`config.mk`:
```
export PLATFORM = sky130hd
export DESIGN_NAME = rgb_video_rx
export DESIGN_NICKNAME = d
export VERILOG_FILES = /design/src/rtl/rgb_video_rx.sv
export SDC_FILE = /design/constraint.sdc
export NUM_CORES = 1
export LEC_CHECK = 0
export CAP_MARGIN = 40
export CORE_MARGIN = 2
export CORE_UTILIZATION = 55
export DETAILED_ROUTE_END_ITERATION = 16
export GPL_TIMING_DRIVEN = 0
export PLACE_DENSITY = 0.78
export SLEW_MARGIN = 20
export SYNTH_ARGS = -nofsm -noshare
export SYNTH_HDL_FRONTEND = slang
export SYNTH_SLANG_ARGS = --single-unit
```
`constraint.sdc`:
```
create_clock -name lcd_pclk -period 4.9 [get_ports lcd_pclk]
set_input_delay 1.47 -clock lcd_pclk [delete_from_list [all_inputs] [get_ports lcd_pclk]]
set_output_delay 1.47 -clock lcd_pclk [all_outputs]
set_load 0.05 [all_outputs]
```
`src/rtl/rgb_video_rx.sv`:
```
// Parallel RGB888 video receiver: recovers pixel stream with x/y, frame/line markers,
// measures active resolution and tracks format lock. Optional macro RX_GRAY_EN adds luma output stage.
module rgb_video_rx #(
   parameter bit          HS_POL      = 1'b0,
   parameter bit          VS_POL      = 1'b0,
   parameter int unsigned LOCK_FRAMES = 2,
   parameter int unsigned MAX_DIM     = 2047
) (
   input  logic        lcd_pclk,
   input  logic        rst_n,
   input  logic        vid_de,
   input  logic        vid_hs,
   input  logic        vid_vs,
   input  logic [23:0] vid_rgb,
   output logic        pix_valid,
   output logic [23:0] pix_data,
   output logic [10:0] pix_xpos,
   output logic [10:0] pix_ypos,
   output logic        frame_start,
   output logic        line_end,
   output logic [10:0] h_act,
   output logic [10:0] v_act,
   output logic        fmt_locked,
   output logic        fmt_err
);

   localparam int unsigned DW = 11;
   localparam int unsigned CW = 4;
   localparam logic [DW-1:0] DMAX   = DW'(MAX_DIM);
   localparam logic [CW-1:0] LOCK_N = CW'(LOCK_FRAMES);

   typedef enum logic [1:0] {ST_UNLOCK, ST_CHECK, ST_LOCKED} state_t;

   function automatic logic [DW-1:0] sat_inc(input logic [DW-1:0] v);
      return (v >= DMAX) ? v : v + DW'(1);
   endfunction

   // input register stage, sync polarity normalised to active-high
   logic          de_a, hs_a, vs_a;
   logic [23:0]   rgb_a;
   // previous sample (edge reference) and pixel under output
   logic          de_b, vs_b, pv_b, fs_b;
   logic [23:0]   rgb_b;
   logic [DW-1:0] x_b, y_b;
   // frame measurement state
   logic          armed, fs_pend, line_mis, sat_flag;
   logic [DW-1:0] x_cnt, y_cnt, cur_w;
   // lock tracker
   state_t        state_q, state_d;
   logic [DW-1:0] ref_w_q, ref_w_d, ref_h_q, ref_h_d;
   logic [CW-1:0] cnt_q, cnt_d;
   logic          err_c;

   logic          vs_edge_c, line_close_c, first_line_c, wid_mis_c;
   logic          f_mis_c, f_sat_c, frame_end_c, pv_c, fs_c, le_c, match_c;
   logic [DW-1:0] x_pix_c, y_pix_c, f_w_c, f_h_c;

   always_ff @(posedge lcd_pclk or negedge rst_n) begin
      if (!rst_n) begin
         de_a  <= 1'b0;
         hs_a  <= 1'b0;
         vs_a  <= 1'b0;
         rgb_a <= '0;
      end else begin
         de_a  <= vid_de;
         hs_a  <= (vid_hs == HS_POL);
         vs_a  <= (vid_vs == VS_POL);
         rgb_a <= vid_rgb;
      end
   end

   // a line closes before the frame when de falls on the vs edge
   always_comb begin
      vs_edge_c    = vs_a & ~vs_b;
      line_close_c = armed & de_b & (~de_a | vs_edge_c);
      first_line_c = (y_cnt == '0);
      wid_mis_c    = line_close_c & ~first_line_c & (x_cnt != cur_w);
      x_pix_c      = (vs_edge_c | ~de_b) ? '0 : x_cnt;
      y_pix_c      = vs_edge_c ? '0 : y_cnt;
      f_w_c        = (line_close_c & first_line_c) ? x_cnt : cur_w;
      f_h_c        = line_close_c ? sat_inc(y_cnt) : y_cnt;
      f_mis_c      = line_mis | wid_mis_c;
      f_sat_c      = sat_flag | (line_close_c & (y_cnt == DMAX));
      frame_end_c  = vs_edge_c & armed & (f_h_c != '0);
      pv_c         = de_a & (armed | vs_edge_c);
      fs_c         = pv_c & (fs_pend | vs_edge_c);
      le_c         = pv_b & (~de_a | vs_edge_c);
      match_c      = (f_w_c == ref_w_q) && (f_h_c == ref_h_q);
   end

   always_ff @(posedge lcd_pclk or negedge rst_n) begin
      if (!rst_n) begin
         de_b     <= 1'b0;
         vs_b     <= 1'b0;
         pv_b     <= 1'b0;
         fs_b     <= 1'b0;
         rgb_b    <= '0;
         x_b      <= '0;
         y_b      <= '0;
         armed    <= 1'b0;
         fs_pend  <= 1'b0;
         line_mis <= 1'b0;
         sat_flag <= 1'b0;
         x_cnt    <= '0;
         y_cnt    <= '0;
         cur_w    <= '0;
      end else begin
         de_b  <= de_a;
         vs_b  <= vs_a;
         pv_b  <= pv_c;
         fs_b  <= fs_c;
         rgb_b <= rgb_a;
         x_b   <= x_pix_c;
         y_b   <= y_pix_c;
         x_cnt <= de_a ? sat_inc(x_pix_c) : '0;
         if (pv_c)
            fs_pend <= 1'b0;
         else if (vs_edge_c)
            fs_pend <= 1'b1;
         if (vs_edge_c) begin
            armed    <= 1'b1;
            y_cnt    <= '0;
            cur_w    <= '0;
            line_mis <= 1'b0;
            sat_flag <= 1'b0;
         end else begin
            if (line_close_c) begin
               y_cnt <= sat_inc(y_cnt);
               if (first_line_c)
                  cur_w <= x_cnt;
            end
            if (wid_mis_c || (armed && de_a && hs_a))
               line_mis <= 1'b1;
            if ((line_close_c && (y_cnt == DMAX)) || (pv_c && (x_pix_c == DMAX)))
               sat_flag <= 1'b1;
         end
      end
   end

   always_ff @(posedge lcd_pclk or negedge rst_n) begin
      if (!rst_n) begin
         state_q <= ST_UNLOCK;
         ref_w_q <= '0;
         ref_h_q <= '0;
         cnt_q   <= '0;
      end else begin
         state_q <= state_d;
         ref_w_q <= ref_w_d;
         ref_h_q <= ref_h_d;
         cnt_q   <= cnt_d;
      end
   end

   // lock tracker, evaluated once per non-empty frame
   always_comb begin
      state_d = state_q;
      ref_w_d = ref_w_q;
      ref_h_d = ref_h_q;
      cnt_d   = cnt_q;
      err_c   = 1'b0;
      if (frame_end_c) begin
         case (state_q)
            ST_UNLOCK: begin
               ref_w_d = f_w_c;
               ref_h_d = f_h_c;
               cnt_d   = CW'(1);
               state_d = (LOCK_N <= CW'(1)) ? ST_LOCKED : ST_CHECK;
            end
            ST_CHECK: begin
               if (match_c && !f_mis_c) begin
                  cnt_d = cnt_q + CW'(1);
                  if (cnt_d >= LOCK_N)
                     state_d = ST_LOCKED;
               end else begin
                  ref_w_d = f_w_c;
                  ref_h_d = f_h_c;
                  cnt_d   = CW'(1);
               end
            end
            ST_LOCKED: begin
               if (!match_c || f_mis_c || f_sat_c) begin
                  err_c   = 1'b1;
                  state_d = ST_UNLOCK;
               end
            end
            default: state_d = ST_UNLOCK;
         endcase
      end
   end

   always_ff @(posedge lcd_pclk or negedge rst_n) begin
      if (!rst_n) begin
         h_act      <= '0;
         v_act      <= '0;
         fmt_locked <= 1'b0;
         fmt_err    <= 1'b0;
      end else begin
         fmt_locked <= (state_d == ST_LOCKED);
         fmt_err    <= err_c;
         if (frame_end_c) begin
            h_act <= f_w_c;
            v_act <= f_h_c;
         end
      end
   end

`ifdef RX_GRAY_EN
   logic          g_valid, g_fs, g_le;
   logic [23:0]   g_rgb;
   logic [DW-1:0] g_x, g_y;
   logic [15:0]   luma_c;

   // full-scale white sums to 65280, so 16 bits never overflow
   always_comb begin
      luma_c = 16'd77 * 16'(g_rgb[23:16]) + 16'd150 * 16'(g_rgb[15:8]) + 16'd29 * 16'(g_rgb[7:0]);
   end

   always_ff @(posedge lcd_pclk or negedge rst_n) begin
      if (!rst_n) begin
         g_valid     <= 1'b0;
         g_fs        <= 1'b0;
         g_le        <= 1'b0;
         g_rgb       <= '0;
         g_x         <= '0;
         g_y         <= '0;
         pix_valid   <= 1'b0;
         pix_data    <= '0;
         pix_xpos    <= '0;
         pix_ypos    <= '0;
         frame_start <= 1'b0;
         line_end    <= 1'b0;
      end else begin
         g_valid     <= pv_b;
         g_fs        <= fs_b;
         g_le        <= le_c;
         g_rgb       <= pv_b ? rgb_b : '0;
         g_x         <= pv_b ? x_b : '0;
         g_y         <= pv_b ? y_b : '0;
         pix_valid   <= g_valid;
         pix_data    <= g_valid ? {3{luma_c[15:8]}} : '0;
         pix_xpos    <= g_x;
         pix_ypos    <= g_y;
         frame_start <= g_fs;
         line_end    <= g_le;
      end
   end
`else
   always_ff @(posedge lcd_pclk or negedge rst_n) begin
      if (!rst_n) begin
         pix_valid   <= 1'b0;
         pix_data    <= '0;
         pix_xpos    <= '0;
         pix_ypos    <= '0;
         frame_start <= 1'b0;
         line_end    <= 1'b0;
      end else begin
         pix_valid   <= pv_b;
         pix_data    <= pv_b ? rgb_b : '0;
         pix_xpos    <= pv_b ? x_b : '0;
         pix_ypos    <= pv_b ? y_b : '0;
         frame_start <= fs_b;
         line_end    <= le_c;
      end
   end
`endif

endmodule

```
======== Word-level counts from Yosys, hierarchy flattened ========
Index checks and enable logic that the tools add are counted.
operators by class
  magnitude comparators ................... 3
  $add $sub $neg .......................... 3
  reductions and logical operators ........ 24
  bitwise operators ....................... 24
  eq/ne operators ......................... 9
  multiplexer cells ....................... 34
operators with widths
  operator                 number
  $mux W11                 15
  $pmux W11 S2             2
  $mux W24                 1
  $add A11 B1 Y11 const B  2
  $eq A11 B11 Y1           2
  $eq A11 B11 Y1 const B   2
  $ge A11 B11 Y1 const B   2
  $and A1 B1 Y1            12
  $reduce_bool A2 Y1       6
  $logic_not A11 Y1        1
  $ne A11 B11 Y1           1
  $reduce_bool A11 Y1      1
  $mux W1                  9
  $mux W2                  4
  $pmux W4 S2              1
  $logic_and A1 B1 Y1      6
  $not A1 Y1               6
  $or A1 B1 Y1             6
  $pmux W2 S3              1
  $add A4 B1 Y4 const B    1
  $eq A2 B2 Y1 const B     2
  $ge A4 B2 Y1 const B     1
  $logic_or A1 B1 Y1       4
  $mux W4                  1
  6 further kinds          8
word-level totals
  bits in registers ....................... 215
  logic and storage cells ................. 129
  bits of input ports ..................... 29
  output and inout bits ................... 73

======== Longest topological paths before layout ========
Gate-level depths: netlist of the first run.
  depth in word-level cells ............... 15
  depth in mapped cells ................... 13
  gate-level depth less buffers ........... 10

======== Worst setup path before layout of the first run ========
Ideal clock, no wire load.
  path kind ............................... register to register
  start point ............................. register y_cnt[0]
  end point ............................... register ref_h_q[0]
  path buffers ............................ 3
  clock period less this slack ............ 3.453 ns
  stages on the path, launching flop included .. 14
  slack ................................... 1.447 ns
  arrival time ............................ 3.328 ns
  cell sequence ........................... dfrtp_1 clkbuf_1 inv_1 ha_1 nor4b_2 o2111ai_2 or4_1 nand2_1 nand4_1 or4_1 buf_2 o21ai_4 buf_12 mux2_4
between the ends
  word-level cells in the longest chain between the ends .. 9
  elaborated cells on any way between the ends .. 22
ends and longest elaborated chain
  what                                                                     RTL line  source
  from (decl)                                                              47        logic [DW-1:0] x_cnt, y_cnt, cur_w;
  from (signal assigned)                                                   128       y_cnt <= sat_inc(y_cnt);
  parallel branches: the longest is 9 deep, another holds $add A11 B1 Y11  --
  to (signal assigned)                                                     149       ref_h_q <= ref_h_d;
  to (decl)                                                                50        logic [DW-1:0] ref_w_q, ref_w_d, ref_h_q, ref_h_d;
Several ways; the timed one is not identified. The select of a mux whose other input is x is not followed.
A chain may end at the register's enable or synchronous reset.

======== Worst setup path after layout of the first run ========
  start point ............................. register y_cnt[0]
  end point ............................... register ref_h_q[2]
Same word-level chain as after synthesis.

==> results.md, run 1 <==
- Post-route ant nets: 0
- Sequential fraction of the synthesis area: 64.1%
- Post-Syn Area: 8400 µm²
- Fmax: 0.244 GHz
- Final Hold Viols: 0
- Largest net degree at the start of global routing: 109
- Clk slew on worst S/H paths: 0.06 ns
- Tightest Pin Transition: 0.733 ns
- Max-cap violations: 0
- Syn Nets: 724
- Clock sink count: 215
- Design area: 10400 µm²
- Antenna Cells: 0
- Data required, critical path: 5.28 ns
- Yosys reg bits: 215
- Die width: 128 µm
- Initial antenna violation count: 0
- Std-Cell Rows: 45
- Ports: 102
- Final setup fails: 0
- Setup tns final: 0 ns
- Minimum clock period: 4.10 ns
- Vias after detailed routing: 5575
- Starting density of the core: 55.9%
- DR iter-0 viols: 467
- Fillers: 1066
- Post-CTS sizing: 0
- Worst endpoint data arrival time: 4.48 ns
- Synth cell types: 62
- Worst-Skew Late Latency: 0.49 ns
- Syn Area/Cell: 12.2 µm²
- Hpwl dp: 12300 µm
- Share of layout cells above drive strength 1: 8.06%
- Worst setup endpoint: ref_h_q[2]
- WL/cell: 17.5 µm
- Biggest regs: pix_data (24), rgb_a (24), rgb_b (24)
- Pwr per Cell Area: 419 nW/µm²
- Post-Route WL: 17800 µm
- Slew margin rel.: 49.8%
- First-pass GRT wire length: 29600 µm
- R2R cell count: 13
- GP Congestion: 0.887
- Worst reg2reg path endpoint: ref_h_q[2]
- DRC viols: 0
- H-tree Lvls: 1
- CTS buffer count: 21
- Placeable core area: 15000 µm²
- Area grow syn2layout: 23.9%
- Vias in the first global route: 5847
- RSZ-0062 raised after global routing: false
- Top FF cell, synth: dfrtp_1
- Post-synthesis compound-gate area fraction: 6.56%
- DR vias/cell: 5.47
- CP max FO: 10
- Peak VDD IR: 0.290 mV
- All-Layer GR Usage: 22.8%
- Adder-cell share of the synthesized area: 0.745%
- Worst Hold Class: register to register
- Clock Skews: 0.00985 ns
- Crit. Startpoint: y_cnt[0]
- Post-synth EDFFs: 0
- CP startpoint kind: register
- Launching point of the worst reg2reg path: y_cnt[0]
- Mux contribution to synthesized area: 5.23%
- Ys async rst share: 100%
- Crit Path Category: register to register
- Post-Synth Simple-Gate Area: 14.7%
- GR Overflow Total: 0
- Synth Area in XOR/XNOR: 4.90%
- LEAKAGE: 4.90 nW
- Layout net count: 850
- Setup bufs post-CTS: 0
- CTS root buf: clkbuf_16
- Cts-stage hold buffer count: 0
- Multi-input gate area: 2700 µm²
- Part of the cycle the worst path needs: 83.7%
- DR pass1 iterations: 4
- Die height: 128 µm
- # port buffers: 101
- Yosys warning total: 0
- Clock Path Buffers: 3
- Reg area: 5380 µm²
- CTS tree: yes
- Crit end category: register
- Reg-to-reg slack, setup: 0.80 ns
- Dpl cell area: 9700 µm²
- Run status: finished, final reports clean
- DIE AREA: 16300 µm²
- Cells after Synth: 690
- Main combinational cell family by area after synthesis: simple AND/OR/NAND/NOR gates
- Max-slew violation count: 0
-- per-layer routing --
metal  wire [µm]  part of all wire (%)  vias up  track usage, %
met4         303                   1.7        0            5.69
met1        8060                    45     2800            32.7
met2        8410                    47      169            37.0
met5           0                     0        -               0
met3        1020                   5.7       30            3.56
li1            -                     -     2576               -
-- layout by cell type, fill, tap and decap left out, types with 4 or more instances in the layout --
master	synthesis	routed
dfrtp_1	215	215
clkdlybuf4s50_1	0	100
and2_1	63	63
nor2_1	43	43
nand2_1	42	42
inv_1	38	38
mux2i_1	33	33
clkbuf_1	23	28
xnor2_1	27	27
o21ai_0	26	26
clkbuf_16	0	21
xor2_1	20	20
nand3_1	16	16
a21oi_1	15	15
and3_1	13	13
nand4_1	11	11
nor4_1	9	9
nor3_1	8	8
buf_2	6	6
nand2b_1	5	5
mux2_2	5	5
ha_1	5	5
clkbuf_8	0	5
or4_1	4	4
a31oi_1	4	4
-- cells in the mapped netlist (3+ instances only) --
cell type | count | area [µm²]
xnor2_1 | 27 | 236
and4_1 | 3 | 26.3
a21oi_1 | 15 | 75.1
ha_1 | 5 | 62.6
dfrtp_1 | 215 | 5380
a31oi_1 | 4 | 25.0
inv_1 | 38 | 143
o21ai_0 | 26 | 130
nand2b_1 | 5 | 31.3
nor4_1 | 9 | 56.3
nor2_1 | 43 | 161
clkbuf_1 | 23 | 86.3
and3_1 | 13 | 81.3
a31o_2 | 3 | 26.3
nand3_1 | 16 | 80.1
and2_1 | 63 | 394
or4_1 | 4 | 30.0
mux2i_1 | 33 | 330
nand2_1 | 42 | 158
buf_2 | 6 | 30.0
nand4_1 | 11 | 68.8
xor2_1 | 20 | 175
o22ai_1 | 3 | 18.8
nor3_1 | 8 | 40.0
mux2_2 | 5 | 56.3
a222oi_1 | 3 | 30.0
-- worst max-delay path: stages, from the launching register on --
cell and delay, ns:
dfrtp_1 0.39, clkbuf_1 0.22, inv_1 0.17, ha_1 0.16, nor4b_2 0.33, o2111ai_2 0.40
or4_1 0.61, nand2_1 0.13, nand4_1 0.10, or4_1 0.54, buf_2 0.20, o21ai_4 0.23
buf_12 0.19, mux2_4 0.30
-- power breakdown --
part	internal, mW	switching, mW
Clock	0.974	0.630
Combinational	0.302	0.495
Sequential	1.89	0.0716
-- final cells by class --
type	count	area share (%)
Inverter	38	1.37
Clock buffer	31	5.89
Buffer	35	1.67
Clock inverter	7	0.878
Timing Repair Buffer	103	10.3
Multi-Input combinational cell	402	26.0
Tap cell	188	2.26
Sequential cell	215	51.7
-- worst min-delay path by stage --
stage                     cells past startpoint  startpoint           to
after global placement                        0   rgb_a[15]    rgb_b[15]
after global routing                          0   rgb_a[21]    rgb_b[21]
final                                         0    rgb_a[1]     rgb_b[1]
after CTS                                     0   rgb_a[18]    rgb_b[18]
after detailed placement                      0   rgb_a[18]    rgb_b[18]
after floorplan                               0        fs_b  frame_start
-- metrics by stage --
stage	power (mW)	utilization, %	std cells	hold WS [ns]	setup slack, ns
after floorplan	2.51	-	690	0.331	1.45
after global placement	2.75	64.2	979	0.332	-5.99
after detailed placement	2.78	64.6	981	0.335	0.790
after CTS	4.40	69.2	1019	0.348	0.774
after global routing	4.55	69.2	1019	0.353	0.583
final	4.36	69.2	1019	0.347	0.800
-- cells by family (layout without fill, tap and decap cells) --
group,after synthesis,count (layout)
AOI/OAI and AO/OA,80,80
xor gates and xnor gates,47,47
adders and majority gates,5,5
buffers and inverters,73,214
DFF,215,215
muxes,41,41
and+or+nand+nor,229,229
(Power assumes the default switching activity.)
==> run 2: changes to the inputs <==
==> constraint.sdc (replaced) <==
create_clock -name lcd_pclk -period 4.2 [get_ports lcd_pclk]
set_input_delay 1.26 -clock lcd_pclk [delete_from_list [all_inputs] [get_ports lcd_pclk]]
set_output_delay 1.26 -clock lcd_pclk [all_outputs]
set_load 0.05 [all_outputs]
==> results.md, run 2 (same netlist as run 1, synthesis figures left out) <==
- Run status: finished, final reports clean (unchanged)
- CTS buffer count: 21 (unchanged)
- Data required, critical path: 4.58 ns (was 5.28 ns)
- WL/cell: 17.5 µm (about the same)
- Commonest non-fill, non-tap cell in the layout: dfrtp_1 (unchanged)
- Min-Delay Path Depth: 0 (unchanged)
- Largest stage delay on the critical path: 0.58 ns (was 0.61 ns)
- Largest net degree at the start of global routing: 109 (unchanged)
- Placed cells: 981 (unchanged)
- DR pass1 iterations: 4 (unchanged)
- Part of the cycle the worst path needs: 94.5% (was 83.7%)
- Net switching power: 1.40 mW (was 1.20 mW)
- Post-Route WL: 17900 µm (was 17800 µm)
- Sw Ratio: 27.5% (was 27.4%)
- Worst Hold Class: register to register (unchanged)
- LEAKAGE: 4.91 nW (was 4.90 nW)
- Crit end category: register (unchanged)
- Clock Skews: 0.00908 ns (was 0.00985 ns)
- Clock Path Buffers: 3 (unchanged)
- Post-route ant nets: 0 (unchanged)
- CTS tree: yes (unchanged)
- Most frequent CP cell: or4_1 (unchanged)
- Share of layout cells above drive strength 1: 8.18% (was 8.06%)
- Vias in the first global route: 5847 (unchanged)
- Std-Cell Rows: 45 (unchanged)
- All-Layer GR Usage: 22.8% (unchanged)
- Comb pwr share: 18.5% (was 18.3%)
- DR iter-0 viols: 386 (was 467)
- Fmax: 0.252 GHz (was 0.244 GHz)
- Slowest CP cell: or4_1 (unchanged)
- Antenna Cells: 0 (unchanged)
- Final hold slack: 0.346 ns (was 0.347 ns)
- Critical Path Stages: 13 (unchanged)
- Leading cell types in the layout, fill and taps excluded: dfrtp_1 (215), clkdlybuf4s50_1 (100), and2_1 (63), nor2_1 (43), nand2_1 (42) (unchanged)
- Layout net count: 850 (unchanged)
- Clock sink count: 215 (unchanged)
- Peak VDD IR: 0.338 mV (was 0.290 mV)
- Cell Chain, Critical Path: clkbuf_1 > inv_1 > ha_1 > nor4b_4 > o2111ai_4 > or4_1 > nand2_1 > nand4_1 > or4_1 > buf_2 > o21ai_4 > buf_12 > mux2_4 (was clkbuf_1 > inv_1 > ha_1 > nor4b_2 > o2111ai_2 > or4_1 > nand2_1 > nand4_1 > or4_1 > buf_2 > o21ai_4 > buf_12 > mux2_4)
- CTS root buf: clkbuf_16 (unchanged)
- Clk slew on worst S/H paths: 0.06 ns (about the same)
- Die height: 128 µm (unchanged)
- Worst-Skew Late Latency: 0.50 ns (was 0.49 ns)
- Final Hold Viols: 0 (unchanged)
- Sequential cell fraction of total power: 44.9% (about the same)
- Worst endpoint data arrival time: 4.35 ns (was 4.48 ns)
- Starting density of the core: 55.9% (unchanged)
- Largest delay share family, worst path: simple AND/OR/NAND/NOR gates (unchanged)
- DRC viols: 0 (unchanged)
- Area grow syn2layout: 24.3% (was 23.9%)
- DR vias/cell: 5.47 (about the same)
- Clock power frac: 36.7% (was 36.8%)
- Max-slew violation count: 0 (unchanged)
- CP max FO: 10 (unchanged)
- # port buffers: 101 (unchanged)
- H-tree Lvls: 1 (unchanged)
- Biggest regs: pix_data (24), rgb_a (24), rgb_b (24) (unchanged)
- CP startpoint kind: register (unchanged)
- DIE AREA: 16300 µm² (unchanged)
- Final setup fails: 0 (unchanged)
- Tot Pwr: 5.10 mW (was 4.36 mW)
- Pwr per Cell Area: 489 nW/µm² (was 419 nW/µm²)
- Ports: 102 (unchanged)
- Buf+Inv Stages, Crit Path: 4 (unchanged)
- Crit Path Category: register to register (unchanged)
- Power Internal: 3.70 mW (was 3.16 mW)
- Tightest Pin Transition: 0.687 ns (was 0.733 ns)
- Slew margin rel.: 54.2% (was 49.8%)
- Placeable core area: 15000 µm² (unchanged)
- Setup tns final: 0 ns (unchanged)
- Max-cap violations: 0 (unchanged)
- Hpwl dp: 12300 µm (unchanged)
- First-pass GRT wire length: 29600 µm (unchanged)
- Minimum clock period: 3.97 ns (was 4.10 ns)
- RSZ-0062 raised after global routing: false (unchanged)
- GR Overflow Total: 0 (unchanged)
- Vias after detailed routing: 5579 (was 5575)
- Initial antenna violation count: 0 (unchanged)
- GP Congestion: 0.887 (unchanged)
- R2R cell count: 13 (unchanged)
- Die width: 128 µm (unchanged)
- Final non-filler cell total: 1019 (unchanged)
[run 2: stage by stage]
step	area (µm²)	setup WS [ns]	util, %
2_1_floorplan	8400	0.747	-
3_3_place_gp	9640	-6.48	64.2
3_5_place_dp	9700	0.0905	64.6
4_1_cts	10400	0.0736	69.2
5_1_grt	10400	0.0918	69.4
6_report	10400	0.230	69.4
[run 2: path summary, 6_finish.rpt]
kind / end / from / slack, ns
hold / removal: rgb_b[1] / rgb_a[1] / 0.35
setup / recovery: ref_h_q[2] / y_cnt[0] / 0.23
min in group asynchronous: pix_data[11] / rst_n / 0.65
setup reg to reg: ref_h_q[2] / y_cnt[0] / 0.23
hold reg to reg: rgb_b[1] / rgb_a[1] / 0.35
max in group asynchronous: rgb_a[1] / rst_n / 2.41
[run 2: final cells by class]
| cell class | count | area [µm²] |
|---|---|---|
| clock inverter | 7 | 91.3 |
| tap | 188 | 235 |
| buffer | 35 | 174 |
| clock buffer | 31 | 613 |
| multi-input combinational | 402 | 2730 |
| timing repair buffer | 103 | 1070 |
| fill | 1063 | 4600 |
| sequential | 215 | 5380 |
| inverter | 38 | 143 |
[run 2: layer usage]
metal / routed length (µm) / global-route usage, % / vias up
li1: - / - / 2577
met1: 8220 / 32.7 / 2794
met2: 8460 / 37.0 / 176
met3: 911 / 3.56 / 32
met4: 287 / 5.69 / 0
met5: 0 / 0 / -
[run 2: what timing repair did]
item | CTS | global route
buffers inserted | 0 | 0
hold buffers | 0 | 0
endpoints found under the setup margin | 0 | 6
gates resized for setup | 0 | 4
endpoints found under the hold margin | 0 | 0
[run 2: power by group through the flow]
stage / registers, mW / clock network (mW) / logic, mW
after floorplan: 2.47 / 0 / 0.457
final: 2.29 / 1.87 / 0.941
after global placement: 2.32 / 0 / 0.894
after detailed placement: 2.32 / 0 / 0.922
after CTS: 2.29 / 1.92 / 0.933
after global routing: 2.30 / 2.00 / 1.01
